<file path="config.mk">
export PLATFORM = sky130hd
export DESIGN_NAME = mem_bus_arbiter
export DESIGN_NICKNAME = d
export VERILOG_FILES = /design/src/rtl/mem_bus_arbiter.sv
export SDC_FILE = /design/constraint.sdc
export NUM_CORES = 1
export LEC_CHECK = 0
export ABC_AREA = 1
export CORE_UTILIZATION = 44
export DETAILED_ROUTE_END_ITERATION = 8
export PLACE_DENSITY = 0.91
export SLEW_MARGIN = 0
export SYNTH_ARGS = -nofsm -noshare
export SYNTH_HDL_FRONTEND = slang
export SYNTH_SLANG_ARGS = --single-unit
</file>
<file path="constraint.sdc">
create_clock -name clk -period 2.15 [get_ports clk]
set_clock_uncertainty 0.1 [all_clocks]
set_input_delay 0.43 -clock clk [delete_from_list [all_inputs] [get_ports clk]]
set_output_delay 0.43 -clock clk [all_outputs]
set_load 0.05 [all_outputs]
</file>
<file path="src/rtl/mem_bus_arbiter.sv">
// Arbitrates the single SRAM-like memory bus between the fetch port and the data port.
// One transaction is in flight at a time; the data port has fixed priority over fetch.
module mem_bus_arbiter #(
    parameter int ADDR_W = 32,
    parameter int DATA_W = 32,
    parameter int STRB_W = DATA_W / 8
) (
    input  logic              clk,
    input  logic              rst,

    input  logic              inst_req,
    input  logic [ADDR_W-1:0] inst_addr,
    output logic [DATA_W-1:0] inst_rdata,
    output logic              inst_ok,

    input  logic              data_req,
    input  logic              data_wr,
    input  logic [ADDR_W-1:0] data_addr,
    input  logic [STRB_W-1:0] data_wstrb,
    input  logic [DATA_W-1:0] data_wdata,
    output logic [DATA_W-1:0] data_rdata,
    output logic              data_ok,

    output logic              stall_if,
    output logic              stall_mem,

    output logic              bus_req,
    output logic              bus_wr,
    output logic [ADDR_W-1:0] bus_addr,
    output logic [STRB_W-1:0] bus_wstrb,
    output logic [DATA_W-1:0] bus_wdata,
    input  logic              bus_addr_ok,
    input  logic              bus_data_ok,
    input  logic [DATA_W-1:0] bus_rdata,

    output logic [2:0]        dbg_state
);

    // Handshake: a requester holds req and its fields stable until its ok pulse.
    // On the bus, the address phase completes on the cycle bus_req & bus_addr_ok,
    // and the data phase completes on the first bus_data_ok seen in a DATA state.
    typedef enum logic [2:0] {
        IDLE   = 3'd0,
        I_ADDR = 3'd1,
        I_DATA = 3'd2,
        D_ADDR = 3'd3,
        D_DATA = 3'd4,
        DONE   = 3'd5
    } state_t;

    state_t state;

    assign dbg_state = state;

    // Stall drops in the ok cycle so the pipeline advances exactly once per completion.
    assign stall_if  = inst_req & ~inst_ok;
    assign stall_mem = data_req & ~data_ok;

    always_ff @(posedge clk or negedge rst) begin
        if (!rst) begin
            state      <= IDLE;
            bus_req    <= 1'b0;
            bus_wr     <= 1'b0;
            bus_addr   <= '0;
            bus_wstrb  <= '0;
            bus_wdata  <= '0;
            inst_ok    <= 1'b0;
            data_ok    <= 1'b0;
            inst_rdata <= '0;
            data_rdata <= '0;
        end else begin
            inst_ok <= 1'b0;
            data_ok <= 1'b0;
            case (state)
                IDLE: begin
                    if (data_req && !data_ok) begin
                        bus_req   <= 1'b1;
                        bus_wr    <= data_wr;
                        bus_addr  <= data_addr;
                        bus_wstrb <= data_wr ? data_wstrb : '0;
                        bus_wdata <= data_wdata;
                        state     <= D_ADDR;
                    end else if (inst_req && !inst_ok) begin
                        bus_req   <= 1'b1;
                        bus_wr    <= 1'b0;
                        bus_addr  <= inst_addr;
                        bus_wstrb <= '0;
                        state     <= I_ADDR;
                    end
                end
                I_ADDR: begin
                    if (bus_addr_ok) begin
                        bus_req <= 1'b0;
                        state   <= I_DATA;
                    end
                end
                D_ADDR: begin
                    if (bus_addr_ok) begin
                        bus_req <= 1'b0;
                        state   <= D_DATA;
                    end
                end
                I_DATA: begin
                    if (bus_data_ok) begin
                        inst_rdata <= bus_rdata;
                        inst_ok    <= 1'b1;
                        state      <= DONE;
                    end
                end
                D_DATA: begin
                    if (bus_data_ok) begin
                        data_rdata <= bus_rdata;
                        data_ok    <= 1'b1;
                        state      <= DONE;
                    end
                end
                // The ok cycle: no grant here, so a requester still holding req is not reissued.
                DONE: begin
                    state <= IDLE;
                end
                default: begin
                    state <= IDLE;
                end
            endcase
        end
    end

endmodule

</file>
==> key figures, run 1 <==
Run status
  – Run status: completed

Cells and area
  – Multi-input logic area: 0.001907 mm^2
  – Nets@finish: about 1100
  – Area of all sequential standard cells: 0.003478 mm^2
  – Area growth from synthesis to layout: 66.57%
  – Share of cells above drive strength 1: 6.788%
  – Layout fillers: roughly 820

Synth
  – Gate count of the mapped netlist: 692
  – Area of the mapped netlist: 0.005764 mm^2
  – Synth Net Count: 831
  – Top-area cell type share of the netlist area: 60.34%
  – Total of warnings raised by yosys: 0
  – Proportion of synthesized chip area in sequential cells: 60.34%
  – Number of different library cells in the post-synthesis netlist: 14
  – Total of flip-flops plus latches after synthesis: 139
  – Synthesized area divided by synthesized cell count: 8.330 um^2
  – Most area-consuming cells after synthesis: dfrtp_1 (60%), nand2_1 (22%), o21ai_0 (5.9%), nand3_1 (3.3%), inv_1 (3.3%)
  – Yosys top cell by area: dfrtp_1

Min path
  – Hold depth: 2
  – WHS Endpoint: bus_addr[9]
  – Hold Path Origin: bus_addr[9]
  – Type of the most critical hold path: flip-flop to flip-flop

Critical path
  – Gate family responsible for the most delay along the worst path: buffers and inverters
  – Cell-by-cell trace of the critical path: clkdlybuf4s50_1
  – Longest individual stage delay on the worst path: 830 ps
  – Startpoint kind of the worst setup timing path: flip-flop
  – Instance count on the critical path: 1
  – Crit path buf inv count: 1
  – Register-to-register setup slack: approximately 500 ps
  – Kind of end point of the critical path: output port
  – Critical Path Slowest Stage Cell: clkdlybuf4s50_1
  – Worst EP required: 1620 ps
  – Critical register-to-register path endpoint: bus_addr[20]
  – Worst Setup Path Type: flip-flop to output port
  – Crit-path max FO: 2
  – Startpoint of the worst-slack reg-to-reg timing path: dbg_state[1]
  – Worst reg-to-reg path cell count: 6
  – Arrival time of data at the critical path endpoint: between 1500 and 2000 ps

Floorplanning
  – Area enclosed by the die boundary: 0.01356 mm^2
  – Placeable core area: about 0.013 mm^2
  – Chip Width: 116.5 um
  – Total number of placement rows: slightly above 40
  – Vertical die dimension: 116.5 um
  – Starting Density: between 40% and 50%
  – Ports placed on the boundary: 280

CTS
  – CTS Root Buffer Type: clkbuf_16
  – Count of clock tree sinks: around 140
  – Number of levels in the clock H-tree: 4
  – Register clock-pin slew on the reported worst setup and hold paths: 50 ps
  – TritonCTS clock tree: done
  – Max clock buf depth: 2
  – Num CTS Buffers: 17
  – Post-CTS setup-driven buffer insertion count: 0
  – Worst-Skew Late Latency: 420 ps

Timing
  – Number of hold violations in the final report: 0
  – Slew Viols, Final: 0
  – Share of the clock period used by the worst path after layout: 99.53%
  – Highest attainable clock frequency: ~470 MHz
  – Shortest clock period the worst path allows after layout: 2140 ps
  – Worst slew margin relative to its limit: 62.97%
  – Setup TNS: 0 ps
  – Transition time of the tightest slew-check pin: 554.6 ps
  – Finish-stage setup viols: 0

Detailed routing
  – Count of routing violations after the opening detailed-route iteration: 345
  – Remaining design rule violation count: 0
  – Number of routed nets with antenna violations: 0
  – DR vias/cell: 4.940
  – Post-Route WL: 19.13 mm
  – First-pass detailed-route iteration total: 5
  – Via total after detailed routing: between 5000 and 6000
  – Average wire per standard cell: ~16 um

Placed design
  – RD Place Congestion: 0.8018
  – Number of port buffers: 279
  – Post-DP HPWL: 12.82 mm

Run
  – Number of maximum-capacitance violations: 0

Pwr
  – IR drop worst, VDD: approximately 1.2 mV
  – Power per cell area: 1743 mW/mm^2
  – Leak Pwr: 5.690 nW
  – Total chip power: ~17 mW

GRT
  – Total congestion overflow: 0
  – Via count of the first global-routing pass: 5488
  – Global-route total usage across every layer: 27.13%
  – First-pass GRT wire length: 27.36 mm
  – Antenna violations before repair: 2
  – Maximum number of pins on one net before global-route repair: 66
-- layer usage --
metal / global-route usage [%] / routed length [um]
met1: 28.37 / 6406
met2: 46.07 / 9882
met3: 11.94 / 2294
met4: 14.27 / 548
met5: 0 / 0
-- flip-flops by register name (all words and copies together), names as in the netlist --
name and cells:
bus_wdata 32, inst_rdata 32, inst_ok 1, data_rdata 32, dbg_state 3, bus_wr 1
bus_addr 32, bus_req 1, data_ok 1, bus_wstrb 4
-- repair_timing --
action	4_1_cts	5_1_grt
setup endpoints to repair	24	70
endpoints found under the hold margin	48	0
gates resized for setup	24	70
cloned	0	0
hold buffers	1	0
-- layout by cell type, fill, tap and decap left out, drive strengths merged, types with 2 or more instances in the layout --
master | netlist | routed
diode | 0 | 2
clkdlybuf4s50 | 0 | 179
nand3 | 38 | 38
bufinv | 0 | 3
clkbuf | 11 | 22
o21ai | 68 | 68
dfrtp | 139 | 139
a21oi | 2 | 2
inv | 53 | 53
dlymetal6s2s | 0 | 70
nand2 | 346 | 346
nor2 | 8 | 8
clkinv | 0 | 6
dlygate4sd2 | 0 | 24
buf | 26 | 26
-- cell usage after synthesis --
| library cell | n |
|---|---|
| buf_6 | 3 |
| nand3_1 | 38 |
| nand2_1 | 344 |
| nor2_4 | 2 |
| a21boi_0 | 1 |
| inv_2 | 3 |
| dfrtp_1 | 139 |
| buf_2 | 23 |
| a21oi_1 | 2 |
| nand2_2 | 2 |
| nor2_1 | 6 |
| inv_1 | 50 |
| o21ai_0 | 68 |
| clkbuf_1 | 11 |
-- worst max path at each step --
| stage | startpoint | end | slack (ps) |
|---|---|---|---|
| 5_1_grt | bus_wdata[23] | bus_wdata[23] | -20 |
| 2_1_floorplan | data_ok | stall_mem | 250 |
| 4_1_cts | data_rdata[31] | data_rdata[31] | 0.02 |
| 6_report | bus_wdata[23] | bus_wdata[23] | 10 |
| 3_3_place_gp | data_req | bus_req | 240 |
| 3_5_place_dp | data_req | bus_req | 220 |
-- per-stage QoR --
step                      cell area, um^2  utilization, %  std cells  worst slack [ps]  hold WS [ps]
after detailed placement             8818           69.60       1126             220.4         310.1
final                                9602           75.78       1161             10.02         368.3
after global placement               8818           69.60       1126             235.7         305.3
after CTS                            9422           74.36       1159           0.01865         371.9
after global routing                 9602           75.78       1161            -18.68         384.7
after floorplan                      5764               -        692             253.1         34.41
-- cell type report --
cell class                      count  area share, %
Antenna cell                        2        0.05212
Clock buffer                       22          5.043
Clock inverter                     10          1.446
Inverter                           53          2.072
Multi-Input combinational cell    463          19.86
Sequential cell                   139          36.23
Tap cell                          172          2.241
Timing Repair Buffer              300          33.06
-- report_power, final --
| part | switching, mW | internal (mW) | leakage, nW | total [mW] |
|---|---|---|---|---|
| registers | 0.745 | 3.81 | 1.75 | 4.55 |
| clock network | 1.09 | 1.95 | 0.306 | 3.04 |
| logic | 6.39 | 2.75 | 3.63 | 9.14 |
| total | 8.23 | 8.51 | 5.69 | 16.7 |
-- kinds of logic after synthesis --
group,count (synthesis),synth area share [%]
simple gates,392,26.70
flops,139,60.34
compound gates,71,6.208
buf+inv,90,6.751
Note: power is estimated with default switching activity, not from simulation.
==> run 2, diff against run 1 <==
--- a/config.mk
+++ b/config.mk
@@ -6,9 +6,10 @@
 export NUM_CORES = 1
 export LEC_CHECK = 0
 export ABC_AREA = 1
+export CORE_MARGIN = 1.5
 export CORE_UTILIZATION = 44
 export DETAILED_ROUTE_END_ITERATION = 8
-export PLACE_DENSITY = 0.91
+export PLACE_DENSITY = 0.87
 export SLEW_MARGIN = 0
 export SYNTH_ARGS = -nofsm -noshare
 export SYNTH_HDL_FRONTEND = slang
==> run 2 against run 1 <==
Compared with the run above:
- global-route usage down 1.2 points
- sequential cell count unchanged
- count of clock-buffer cells in the layout down 5
- fmax up 0.67%
==> key figures, run 2 (synthesis results as in run 1) <==
Run status
  – Run status: completed

Timing
  – Slew Viols, Final: 0
  – Finish-stage setup viols: 0
  – Number of hold violations in the final report: 0
  – Shortest clock period the worst path allows after layout: 2126 ps
  – Worst slew margin relative to its limit: 56.80%
  – Post-route setup slack: 24.33 ps
  – Highest attainable clock frequency: 470.4 MHz
  – Post-route worst hold slack: 370.0 ps
  – Transition time of the tightest slew-check pin: 647.0 ps
  – Setup TNS: 0 ps
  – Share of the clock period used by the worst path after layout: 98.87%

Floorplanning
  – Starting Density: 45.31%
  – Chip Width: 117.5 um
  – Area enclosed by the die boundary: 0.01380 mm^2
  – Placeable core area: roughly 0.013 mm^2
  – Ports placed on the boundary: 280
  – Total number of placement rows: just over 40
  – Vertical die dimension: 117.5 um

Placed design
  – Worst slack at placement: 36.91 ps
  – Number of port buffers: 279
  – Post-DP HPWL: 12.29 mm
  – RD Place Congestion: 0.8188
  – Placed Instances: 1118
  – Cell Area, Placed: 0.008753 mm^2

Detailed routing
  – Number of routed nets with antenna violations: 0
  – Average wire per standard cell: roughly 15 um
  – Remaining design rule violation count: 0
  – Via total after detailed routing: 5566
  – First-pass detailed-route iteration total: 5
  – DR vias/cell: a little under 5
  – Post-Route WL: 17.74 mm
  – Count of routing violations after the opening detailed-route iteration: 426

GRT
  – Antenna violations before repair: 0
  – Global routing met1 resource utilization: 29.95%
  – Peak-usage layer in the global routing report: met2
  – Maximum number of pins on one net before global-route repair: 66
  – Global-route total usage across every layer: 25.92%
  – First-pass GRT wire length: 28.26 mm
  – Via count of the first global-routing pass: roughly 5500
  – Met2 Usage GRT: 42.79%
  – Met3 routing resource usage after global routing: 9.932%
  – Total congestion overflow: 0

Min path
  – Type of the most critical hold path: flip-flop to flip-flop

Cells and area
  – Nets@finish: 1105
  – Most common library cell in the layout ignoring fill and taps: nand2_1
  – Diode count: 0
  – Finished Cell Area: 0.009428 mm^2
  – Final core area utilization: 74.11%
  – Most frequent cells in the layout: nand2_1 (344), clkdlybuf4s50_1 (209), dfrtp_1 (139), o21ai_0 (68), inv_1 (49)
  – Share of cells above drive strength 1: 6.333%
  – Final Instance Count excl. Fillers: 1151
  – Area growth from synthesis to layout: 63.56%

CTS
  – Number of levels in the clock H-tree: 4
  – Worst-Skew Late Latency: between 400 and 500 ps
  – Register clock-pin slew on the reported worst setup and hold paths: 60 ps
  – Post-CTS setup-driven buffer insertion count: 0
  – CTS Root Buffer Type: clkbuf_16
  – TritonCTS clock tree: done
  – Count of clock tree sinks: ~140
  – Max clock buf depth: 2
  – Num CTS Buffers: 17

Run
  – Number of maximum-capacitance violations: 0

Critical path
  – Startpoint kind of the worst setup timing path: flip-flop
  – Cell-by-cell trace of the critical path: clkdlybuf4s50_1
  – Worst Setup Path Type: flip-flop to output port
  – Arrival time of data at the critical path endpoint: between 1500 and 2000 ps
  – Kind of end point of the critical path: output port
  – Crit-path max FO: 2
  – Gate family responsible for the most delay along the worst path: buffers and inverters
  – Longest individual stage delay on the worst path: 820 ps
  – Critical Path Slowest Stage Cell: clkdlybuf4s50_1
  – Worst EP required: 1620 ps
  – Crit path buf inv count: 1

Pwr
  – Leak Pwr: 5.279 nW
  – Total chip power: 16.37 mW
  – Power per cell area: around 1700 mW/mm^2
  – IR drop worst, VDD: 1.178 mV
run 2: changes by cell type in the layout (fill, tap and decap cells not counted):
cell             delta
clkinv_2            +2
clkbuf_1            -1
clkdlybuf4s50_1    +30
clkinv_4            +1
dlymetal6s2s_1     -26
bufinv_16           -1
clkinvlp_4          +2
diode_2             -2
buf_4               -6
dlygate4sd2_1       -6
inv_6               +1
clkbuf_8            -4
run 2: final timing paths:
check                                  start        endpoint  slack (ps)  cells past startpoint
worst max register to register  dbg_state[1]   bus_wdata[17]         340                      7
worst max-delay path             bus_addr[2]     bus_addr[2]          20                      1
worst min-delay path            bus_addr[20]    bus_addr[20]         370                      2
max in group asynchronous                rst  inst_rdata[21]         910                      3
worst min register to register  bus_addr[20]    bus_addr[20]         370                      2
min in group asynchronous                rst  data_rdata[15]         400                      2
run 2: area by class of cell:
| cell class | count | area (um^2) |
|---|---|---|
| Sequential cell | 139 | 3478 |
| Fill cell | 873 | 3294 |
| Inverter | 53 | 198.9 |
| Clock buffer | 17 | 425.4 |
| Tap cell | 172 | 215.2 |
| Clock inverter | 15 | 151.4 |
| Multi-Input combinational cell | 463 | 1907 |
| Timing Repair Buffer | 292 | 3052 |
run 2: timing repair:
item                                    CTS  global route
resized for setup                        18            44
hold buffers                              1             0
endpoints found under the hold margin    40             0
endpoints found under the setup margin   18            44
run 2: per-layer routing:
| layer | vias to the layer above | wire (um) |
|---|---|---|
| li1 | 2676 | - |
| met1 | 2593 | 6765 |
| met2 | 256 | 8622 |
| met3 | 41 | 1770 |
| met4 | 0 | 583 |
| met5 | - | 0 |
run 2: report_power, final:
group	switching [mW]	leakage [nW]	internal, mW	total, mW
Clock	1.14	0.279	1.70	2.84
Combinational	6.30	3.25	2.74	9.03
Sequential	0.691	1.75	3.80	4.49
